File: src/rtl/retire_wide_pkg.sv
// retire_wide_pkg: shared commit-stage types, store sizing helper
package retire_wide_pkg;
  localparam int ROB_DEPTH = 16;
  localparam int TAG_W = $clog2(ROB_DEPTH);
  typedef logic [4:0] Register;
  typedef logic [63:0] MemoryWord;
  typedef logic [63:0] Address;
  typedef logic [TAG_W-1:0] tag_t;
  typedef enum logic [1:0] {SB, SH, SW, SD} memory_type;
  typedef enum logic [2:0] {OP_ALU, OP_LOAD, OP_STORE, OP_UCJUMP, OP_CJUMP} op_t;
  typedef struct packed {
    logic regwr;
    logic flush;
  } ctrl_bits_t;
  typedef struct packed {
    logic       ready;
    op_t        op;
    ctrl_bits_t ctrl_bits;
    Register    rd;
    MemoryWord  value;
    Address     pc;
    tag_t       tag;
  } rob_entry;
  typedef struct packed {
    tag_t       tag;
    memory_type mem_type;
    Address     addr;
    MemoryWord  data;
  } lsq_entry;
  typedef struct packed {
    logic    clear;
    Register rd;
    tag_t    tag;
  } map_table_entry;
  function automatic logic [3:0] size_of_store(memory_type t);
    return t == SB ? 4'd1 : t == SH ? 4'd2 : t == SW ? 4'd4 : 4'd8;
  endfunction
endpackage

File: src/rtl/retire_wide_store_commit_reg.sv
// store_commit_reg: single-entry store request register with valid/ready drain
module store_commit_reg
  import retire_wide_pkg::*;
(
  input  logic       clk,
  input  logic       rst_n,
  input  logic       load_i,
  input  lsq_entry   entry_i,
  input  logic [3:0] size_i,
  input  logic       ready_i,
  output logic       valid_o,
  output lsq_entry   entry_o,
  output logic [3:0] size_o,
  output logic       free_o
);
  logic       valid_q;
  lsq_entry   entry_q;
  logic [3:0] size_q;
  assign free_o  = !valid_q || ready_i;
  assign valid_o = valid_q;
  assign entry_o = entry_q;
  assign size_o  = size_q;
  // loads are only issued while free, so the payload never changes under a pending request
  always_ff @(posedge clk or negedge rst_n) begin
    if (!rst_n) begin
      valid_q <= 1'b0;
      entry_q <= '0;
      size_q  <= '0;
    end else if (load_i) begin
      valid_q <= 1'b1;
      entry_q <= entry_i;
      size_q  <= size_i;
    end else if (ready_i) begin
      valid_q <= 1'b0;
    end
  end
endmodule

File: src/rtl/retire_wide.sv
// retire_wide: in-order multi-wide commit stage with store port, redirect FSM
// and retired-instruction counter
module retire_wide
  import retire_wide_pkg::*;
#(
  parameter int RETIRE_WIDTH   = 2,
  parameter int RECOVER_CYCLES = 2,
  parameter int CNT_W          = 64,
  localparam int RC_W  = $clog2(ROB_DEPTH + 1),
  localparam int DEC_W = $clog2(RETIRE_WIDTH + 1)
) (
  input  logic                                clk,
  input  logic                                rst_n,
  input  rob_entry       [RETIRE_WIDTH-1:0]   rob_head_i,
  input  logic           [RC_W-1:0]           rob_count_i,
  input  lsq_entry                            lsq_head_i,
  input  logic                                retire_stall_i,
  input  logic                                st_ready_i,
  output logic           [RETIRE_WIDTH-1:0]   regwr_o,
  output Register        [RETIRE_WIDTH-1:0]   rd_o,
  output MemoryWord      [RETIRE_WIDTH-1:0]   value_o,
  output map_table_entry [RETIRE_WIDTH-1:0]   mte_o,
  output logic           [RETIRE_WIDTH-1:0]   victim_o,
  output logic           [DEC_W-1:0]          rob_decrement_o,
  output logic                                lsq_decrement_o,
  output logic                                st_valid_o,
  output lsq_entry                            st_entry_o,
  output logic           [3:0]                st_size_o,
  output logic                                flush_o,
  output Address                              jump_to_o,
  output logic           [CNT_W-1:0]          retired_o
);
  typedef enum logic [1:0] {IDLE, FLUSH, RECOVER} state_t;
  state_t           state_q;
  logic [2:0]       cnt_q;
  logic             flush_q;
  Address           jump_to_q;
  logic [CNT_W-1:0] retired_q;
  logic             st_free, st_load, redirect, go, store_seen, hit, ucj;
  Address           target;
  assign flush_o   = flush_q;
  assign jump_to_o = jump_to_q;
  assign retired_o = retired_q;
  // go drops at the first slot that cannot commit and stays low for younger slots
  always_comb begin
    regwr_o         = '0;
    rd_o            = '0;
    value_o         = '0;
    mte_o           = '0;
    victim_o        = '0;
    rob_decrement_o = '0;
    lsq_decrement_o = 1'b0;
    st_load         = 1'b0;
    redirect        = 1'b0;
    target          = '0;
    store_seen      = 1'b0;
    hit             = 1'b0;
    ucj             = 1'b0;
    go              = rst_n && state_q == IDLE && !retire_stall_i;
    for (int i = 0; i < RETIRE_WIDTH; i++) begin
      hit = rob_head_i[i].tag == lsq_head_i.tag;
      ucj = rob_head_i[i].op == OP_UCJUMP;
      if (rob_head_i[i].op == OP_STORE && (store_seen || !hit || !st_free)) go = 1'b0;
      if (go && rob_count_i > RC_W'(i) && rob_head_i[i].ready) begin
        regwr_o[i]      = rob_head_i[i].ctrl_bits.regwr;
        victim_o[i]     = rob_head_i[i].ctrl_bits.regwr;
        rd_o[i]         = rob_head_i[i].rd;
        value_o[i]      = rob_head_i[i].rd == '0 ? '0 :
                          (ucj && rob_head_i[i].ctrl_bits.regwr) ? rob_head_i[i].pc + 64'd4 :
                          rob_head_i[i].value;
        mte_o[i]        = {rob_head_i[i].ctrl_bits.regwr, rob_head_i[i].rd, rob_head_i[i].tag};
        rob_decrement_o = rob_decrement_o + DEC_W'(1);
        lsq_decrement_o = lsq_decrement_o | hit;
        if (rob_head_i[i].op == OP_STORE) begin
          st_load    = 1'b1;
          store_seen = 1'b1;
        end
        if (ucj || (rob_head_i[i].op == OP_CJUMP && rob_head_i[i].ctrl_bits.flush)) begin
          redirect = 1'b1;
          target   = rob_head_i[i].value;
          go       = 1'b0;
        end
      end else begin
        go = 1'b0;
      end
    end
  end
  store_commit_reg u_store (
    .clk     (clk),
    .rst_n   (rst_n),
    .load_i  (st_load),
    .entry_i (lsq_head_i),
    .size_i  (size_of_store(lsq_head_i.mem_type)),
    .ready_i (st_ready_i),
    .valid_o (st_valid_o),
    .entry_o (st_entry_o),
    .size_o  (st_size_o),
    .free_o  (st_free)
  );
  always_ff @(posedge clk or negedge rst_n) begin
    if (!rst_n) begin
      state_q   <= IDLE;
      cnt_q     <= '0;
      flush_q   <= 1'b0;
      jump_to_q <= '0;
      retired_q <= '0;
    end else begin
      retired_q <= retired_q + CNT_W'(rob_decrement_o);
      flush_q   <= 1'b0;
      case (state_q)
        IDLE: if (redirect) begin
          state_q   <= FLUSH;
          flush_q   <= 1'b1;
          jump_to_q <= target;
        end
        FLUSH: begin
          state_q <= RECOVER_CYCLES > 0 ? RECOVER : IDLE;
          cnt_q   <= 3'(RECOVER_CYCLES > 0 ? RECOVER_CYCLES - 1 : 0);
        end
        RECOVER: if (cnt_q == '0) state_q <= IDLE; else cnt_q <= cnt_q - 3'd1;
        default: state_q <= IDLE;
      endcase
    end
  end
endmodule

File: config.mk
export PLATFORM = sky130hd
export DESIGN_NAME = retire_wide
export DESIGN_NICKNAME = d
export VERILOG_FILES = /design/src/rtl/retire_wide_pkg.sv /design/src/rtl/retire_wide_store_commit_reg.sv /design/src/rtl/retire_wide.sv
export SDC_FILE = /design/constraint.sdc
export NUM_CORES = 1
export LEC_CHECK = 0
export BUFFER_PORTS_ARGS = -buffer_cell sky130_fd_sc_hd__buf_2
export CAP_MARGIN = 15
export CELL_PAD_IN_SITES_DETAIL_PLACEMENT = 1
export CELL_PAD_IN_SITES_GLOBAL_PLACEMENT = 2
export CORE_AREA = 2 2 331 333
export DETAILED_ROUTE_END_ITERATION = 10
export DIE_AREA = 0 0 333 335
export PLACE_DENSITY_LB_ADDON = 0.1
export SYNTH_ARGS = -nofsm -noshare
export SYNTH_HDL_FRONTEND = slang
export SYNTH_SLANG_ARGS = --single-unit
File: constraint.sdc
create_clock -name clk -period 5.1 [get_ports clk]
set_clock_uncertainty 0.2 [all_clocks]
set_input_delay 0.255 -clock clk [delete_from_list [all_inputs] [get_ports clk]]
set_output_delay 0.255 -clock clk [all_outputs]
set_load 0.03 [all_outputs]
==> results of run 1 <==
[worst max-delay path: stages (launching register included)]
cell and delay, ps:
dfrtp_1 430, nor4b_1 490, o211ai_1 250, a211oi_4 350
o311a_1 280, buf_4 350, o21ai_4 100, buf_4 330
a211oi_1 470, buf_2 280
[path summary, 6_finish.rpt]
path,endpoint,cells after the start
worst min register to register,u_store.entry_o[124]$_DFFE_PN0P_,1
worst min-delay path,state_q[0]$_DFFE_PN0P_,5
max in group asynchronous,u_store.entry_o[15]$_DFFE_PN0P_,4
worst max-delay path,value_o[127],9
min in group asynchronous,jump_to_o[15]$_DFFE_PN0P_,3
worst max register to register,retired_o[34]$_DFF_PN0_,13
[power groups by stage]
stage                     combinational (mW)  clock, mW  sequential (mW)
after floorplan                        0.733          0             3.93
after global placement                  3.05          0             2.95
after detailed placement                3.05          0             2.97
after CTS                               3.49       3.09             2.94
after global routing                    3.67       3.15             3.01
final                                   3.45       2.94             2.93
[stage by stage]
stage	area (sq um)	power, mW	hold WS [ps]	utilization (%)	cells
after floorplan	15800	4.66	-241	-	1615
after global placement	21800	6.00	-99.5	20.2	3820
after detailed placement	21800	6.02	-99.6	20.2	3821
after CTS	25800	9.53	73.1	23.9	4160
after global routing	25900	9.83	161	24.0	4173
final	25900	9.32	133	24.0	4177
[sequential cells by signal, indices dropped and copies added (netlist names)]
name             flops
u_store.valid_o      1
state_q              2
cnt_q                3
u_store.entry_o    134
jump_to_o           64
flush_o              1
retired_o           64
u_store.size_o       4
[Yosys cell counts (all sizes together), types with 2 or more instances]
master	n
and3	22
nor2	226
nor4b	2
and2	30
nor3	41
mux2	137
o211ai	2
o21a	2
nand3	70
nand4	46
a21o	2
and4	20
mux2i	65
a311oi	4
clkbuf	74
or2	3
ha	7
nand2b	4
nand2	84
or4	6
nor2b	4
o21ai	11
xor2	80
dfrtp	273
a211oi	115
xnor2	104
or3	6
nor3b	3
nor4	22
inv	31
buf	32
nor4bb	2
a21oi	73
[metal layers]
layer	vias up	GRT usage [%]	share of wire (%)
met3	138	5.23	7.2
li1	7942	-	-
met5	-	0	0.071
met1	8437	20.1	40
met4	12	6.71	3.8
met2	586	30.4	49
[final cells by class]
cell class | instances | area, sq um | share of cell area, %
Multi-Input combinational cell | 1205 | 8410 | 32.5
Timing Repair Buffer | 1166 | 7390 | 28.5
Sequential cell | 273 | 6830 | 26.4
Tap cell | 1414 | 1770 | 6.83
Clock buffer | 61 | 1210 | 4.68
Clock inverter | 11 | 140 | 0.541
Inverter | 31 | 116 | 0.449
Antenna cell | 16 | 40.0 | 0.155
[cell families after synthesis]
logic type / count (synthesis) / share of synthesized area [%]
XOR/XNOR: 184 / 10.2
multiplexers: 202 / 13.9
AO/OA/AOI/OAI: 216 / 9.07
adder cells (fa/ha/maj): 8 / 0.682
buffers and inverters: 137 / 3.76
AND/OR/NAND/NOR: 595 / 19.1
flip-flops: 273 / 43.3
[cells in the final DEF, fill, tap and decap left out, types with 7 or more instances in the layout]
cell	instances
a21oi_1	73
mux2_1	79
clkbuf_16	42
nor4_1	15
nor3_1	31
a211oi_1	113
clkbuf_1	10
buf_4	29
inv_1	31
nand3_1	69
nor3_2	10
buf_2	860
clkbuf_8	9
dfrtp_1	273
diode_2	16
dlygate4sd3_1	267
mux2_2	58
o21ai_0	9
nand2_1	84
ha_1	7
and4_1	20
nand4_1	45
xor2_1	80
mux2i_1	65
buf_12	7
xnor2_1	104
nor2_1	225
and3_1	22
and2_1	26
==> impl_metrics.csv, run 1 <==
group,metric,value,unit
run_status,status,"finished, final reports clean",
yosys,yosys.area.top_type,"dfrtp_1",
yosys,syn_area,15800,sq um
yosys,ys_top_cells_by_area,"dfrtp_1 (43%), xnor2_1 (5.8%), mux2_1 (5.6%), a211oi_1 (5.4%), nor2_1 (5.3%)",
clock_network,cts_root_buffer,"clkbuf_16",
critical_path,cp_max_fo,64,
yosys,synth_cell_types,60,
yosys,synth_edf_count,0,
pwr,switching_power,3.65,mW
drt,drcViolationCount,0,
clock_network,cts_resized,0,
drt,drtIter0Drc,681,
pwr,power_density,360,nW/um^2
timing,tns,0,ps
clock_network,cts_tree,"done",
final_layout,fillers,12767,
critical_path,required,4640,ps
clock_network,path_clk_slew,50,ps
place,place_congestion,0.883,
drt,wire_per_inst,24.2,microns
critical_path,ff2ff_setup_slack,750,ps
floorplan,core,108000,sq um
yosys,avgSynthCellArea,9.78,sq um
global_routing,grt_pass1_wl,141,mm
clock_network,postCtsSetupBuffers,0,
clock_network,numCtsBuffers,41,
pwr,pwr-share-clk,31.5,%
yosys,yosys_warnings,0,
timing,fin_crit,4530,ps
critical_path,r2r-start,"state_q[0]$_DFFE_PN0P_",
yosys,ys_seq_elements,273,
final_layout,fin_nets,3155,
pwr,p_comb_share,37.0,%
timing,hold_viol,0,
yosys,async_flop_share,100,%
place,dp_slack,464,ps
worst_hold_path,hold_path_class,"input pin to flip-flop",
place,io_buffers,861,
pwr,power_leakage,12.2,nW
timing,drv_slew,0,
final_layout,syn_to_final_growth,64.1,%
floorplan,dieArea,112000,sq um
critical_path,arrival,4070,ps
pwr,ir_drop,0.204,mV
critical_path,start_kind,"flip-flop",
critical_path,critPathKind,"flip-flop to output pin",
global_routing,antenna_found_initial,27,
drt,drt_first_pass_iters,5,
critical_path,crit_path_start,"state_q[0]$_DFFE_PN0P_",
clock_network,cts_buffer_depth,3,
floorplan,start_util,14.6,%
floorplan,ios,862,
run,cap_violations,0,
global_routing,grt_pass1_vias,18489,
pwr,seqPwrFrac,31.5,%
timing,worst_slack,573,ps
timing,tightest_slew,1130,ps
place,dp_hpwl,82.4,mm
final_layout,layout-drive-gt1-share,38.3,%
global_routing,grtUsageTotal,17.5,%
clock_network,cts_hold_buf,267,
clock_network,clock_latency,590,ps
floorplan,num_rows,121,
drt,totalWireLength,101,mm
clock_network,cts_sinks,273,
critical_path,endpoint_kind,"output pin",
timing,rsz0062_at_grt,"false",
pwr,p_int,5.68,mW
global_routing,grt_max_degree,88,
pwr,sw_frac_of_total,39.1,%
drt,drtAntennaViolNets,0,
yosys,synth_top_area_share,43.3,%
yosys,synth_ff_type,"dfrtp_1",
drt,vias,17115,
yosys,seq_area_frac_synth,43.3,%
floorplan,die_x,333,microns
yosys,syn_nets,2052,
timing,setup-violations-final,0,
drt,detail_route.vias_per_cell,4.10,
clock_network,cts-htree-levels,2,
timing,maxSlewHeadroom,24.8,%
timing,min_period_over_period,88.8,%
worst_hold_path,hold_start,"retire_stall_i",
global_routing,grt.overflow.total,0,
timing,fmax,0.221,GHz
floorplan,die_y,335,microns
yosys,synthCells,1615,
Power figures use the tool's default switching activity.
==> run 2, diff against run 1 <==
ABC_AREA = 1   (was not set)
CORE_AREA = 2 2 338 340   (was 2 2 331 333)
DIE_AREA = 0 0 340 342   (was 0 0 333 335)
==> run 2 against run 1 <==
  * Final cell count grew 31%
  * Worst setup slack gained 280 ps
  * Combinational power shrank 36%
  * Non-clock buffer count shrank 18
  * Fmax grew 6.6%
  * Wire length grew 31%
  * Core utilization grew 1.3 points
  * Register-to-register slack gained 150 ps
  * Area after synthesis grew 19%
  * Via count grew 37%
==> impl_metrics.csv, run 2 <==
group,metric,value,unit
place,io_buffers,861,
pwr,p_int,4.81,mW
yosys,ys_top_cells_by_count,"nand2_1 (975), nor2_1 (362), nand3_1 (291), dfrtp_1 (273), inv_1 (245)",
critical_path,r2r-start,"state_q[0]$_DFFE_PN0P_",
global_routing,antenna_found_initial,26,
critical_path,crit_chain,"dlygate4sd3_1, buf_8, nand2_1, nor2_1, nand2_1, nor2_1, nand4_4, nand2_1, nand2_2, nand2_2, inv_1, ha_1, ha_1, inv_1, fa_1, nor3_2, nand2_1, nor2_1, nand4_1, nor2_1, nand4_1, xor2_1",
clock_network,cts_tree,"done",
critical_path,arrival,4530,ps
pwr,p_comb_share,28.6,%
timing,tightest_slew,929,ps
critical_path,slowest_stage,"dlygate4sd3_1",
clock_network,cts-htree-levels,2,
timing,fin_crit,4250,ps
pwr,sw_frac_of_total,37.8,%
critical_path,cp_max_fo,4,
floorplan,dieArea,116000,sq um
global_routing,grt_pass1_wl,184,mm
clock_network,path_clk_slew,50,ps
timing,setup-violations-final,0,
timing,min_period_over_period,83.3,%
critical_path,r2r.worst_path.cells,19,
floorplan,die_x,340,microns
final_layout,syn_to_final_growth,51.5,%
drt,wl_met2,64.0,mm
timing,timing.hold.ws,5.46,ps
floorplan,start_util,16.7,%
worst_hold_path,hold_path_class,"input pin to flip-flop",
critical_path,ff2ff_setup_slack,900,ps
timing,fmax,0.236,GHz
drt,dr_wl_met3,6.06,mm
drt,drtAntennaViolNets,0,
place,place_congestion,0.879,
floorplan,num_rows,124,
drt,vias,23372,
yosys,synth_ff_type,"dfrtp_1",
timing,hold_viol,0,
clock_network,cts_buffer_depth,3,
place,dp_hpwl,110,mm
critical_path,start_kind,"input pin",
global_routing,grt_max_degree,141,
critical_path,endpoint_kind,"flip-flop",
drt,drtIter0Drc,1156,
yosys,avgSynthCellArea,6.53,sq um
run,cap_violations,0,
yosys,synth_edf_count,0,
critical_path,required,5380,ps
global_routing,grtUsageTotal,22.0,%
critical_path,crit_path_start,"rst_n",
clock_network,cts_root_buffer,"clkbuf_16",
pwr,seqPwrFrac,34.5,%
final_layout,final_common_cell,"nand2_1",
yosys,syn_nets,3328,
yosys,ys_top_cells_by_area,"dfrtp_1 (36%), nand2_1 (19%), nand3_1 (7.7%), nor2_1 (7.2%), xor2_1 (5.1%)",
pwr,pwr-share-clk,36.9,%
floorplan,die_y,342,microns
final_layout,largest_reg_flops,134,
drt,top_layer,"met5",
final_layout,fin_nets,4371,
timing,maxSlewHeadroom,38.1,%
yosys,syn_area,18900,sq um
worst_hold_path,hold_start,"rob_head_i[254]",
critical_path,cp-endpoint,"retired_o[50]$_DFF_PN0_",
clock_network,cts_resized,0,
floorplan,ios,862,
final_layout,layout-drive-gt1-share,24.6,%
floorplan,core,113000,sq um
run_status,status,"finished, final reports clean",
yosys,synth_cell_types,36,
clock_network,postCtsSetupBuffers,0,
yosys,synthMostInstantiatedCell,"nand2_1",
timing,drv_slew,0,
clock_network,cts_sinks,273,
timing,rsz0062_at_grt,"false",
clock_network,numCtsBuffers,39,
yosys,synth_top_area_share,36.2,%
final_layout,layout_common_cells,"nand2_1 (972), buf_2 (860), nor2_1 (359)",
drt,totalWireLength,133,mm
critical_path,critPathKind,"input pin to flip-flop",
yosys,ys_seq_elements,273,
timing,tns,0,ps
drt,drcViolationCount,0,
yosys,synthCells,2891,
yosys,yosys_warnings,0,
global_routing,grt_pass1_vias,24629,
drt,detail_route.vias_per_cell,4.26,
yosys,seq_area_frac_synth,36.2,%
drt,wl_met1,59.3,mm
critical_path,r2r_end,"retired_o[50]$_DFF_PN0_",
drt,wire_per_inst,24.2,microns
drt,drt_first_pass_iters,5,
pwr,switching_power,2.92,mW
clock_network,clock_latency,600,ps
global_routing,grt.overflow.total,0,
pwr,power_density,271,nW/um^2
pwr,ir_drop,0.208,mV
yosys,async_flop_share,100,%
yosys,yosys.area.top_type,"dfrtp_1",
clock_network,cts_hold_buf,257,
critical_path,cp_slowest_stage_delay,560,ps
pwr,power_leakage,15.2,nW
[run 2: changes by cell type in the layout (fill, tap and decap cells not counted), moves of 64 or more]
cell / delta
nor3_1: +70
a211oi_1: -113
nor2_1: +134
o21ai_0: +93
nand4_1: +76
nand2_1: +888
mux2_1: -79
nand3_1: +221
mux2i_1: -64
inv_1: +212
[run 2: cells by family (layout without fill, tap and decap cells)]
group	count (synthesis)	after routing	share of synthesized area, %
AND/OR/NAND/NOR	1885	1885	42.3
buffers and inverters	394	1463	8.93
flip-flops	273	273	36.2
AO/OA/AOI/OAI	177	177	4.78
XOR/XNOR	153	153	7.10
adder cells (fa/ha/maj)	8	8	0.570
multiplexers	1	1	0.0531
other	0	14	0
[run 2: per-stage QoR]
stage               cell area [sq um]  utilization, %  setup slack [ps]  power [mW]  cells
floorplan                       18900               -              1130        3.75   2891
global placement                24600            21.8               781        4.80   5148
detailed placement              24600            21.8               762        4.80   5148
CTS                             28500            25.2               816        7.89   5472
global route                    28600            25.3               460        8.15   5482
finish                          28600            25.3               854        7.74   5486
[run 2: power by group through the flow]
stage	logic [mW]	clock network [mW]	registers (mW)
finish	2.21	2.85	2.67
global route	2.40	3.05	2.70
CTS	2.26	2.97	2.67
detailed placement	2.10	0	2.70
global placement	2.10	0	2.70
floorplan	0.588	0	3.16
[run 2: final cells by class]
class	count	area, sq um
fillers	14156	84500
clock buffers	56	1120
repair buffers	1148	7150
flip-flops and latches	273	6830
well taps	1512	1890
clock inverters	11	199
diodes	14	35.0
inverters	248	932
multi-input cells	2224	10400
[run 2: layer usage]
layer	global-route usage, %	vias to the layer above
li1	-	11340
met1	28.8	11302
met2	37.2	587
met3	3.79	135
met4	6.27	8
met5	0	-
[run 2: critical path, delay by kind of cell]
| family | cells | cell delay, ps |
|---|---|---|
| fa+ha+maj | 3 | 930 |
| simple gates | 14 | 2300 |
| xor+xnor | 1 | 180 |
| buf+inv | 4 | 830 |
[run 2: worst min-delay path by stage]
stage / endpoint / cells after the start
after floorplan: cnt_q[0]$_DFFE_PN0P_ / 0
after global placement: u_store.entry_o[41]$_DFFE_PN0P_ / 3
after detailed placement: u_store.entry_o[79]$_DFFE_PN0P_ / 3
after CTS: jump_to_o[49]$_DFFE_PN0P_ / 5
after global routing: jump_to_o[49]$_DFFE_PN0P_ / 5
final: jump_to_o[43]$_DFFE_PN0P_ / 5
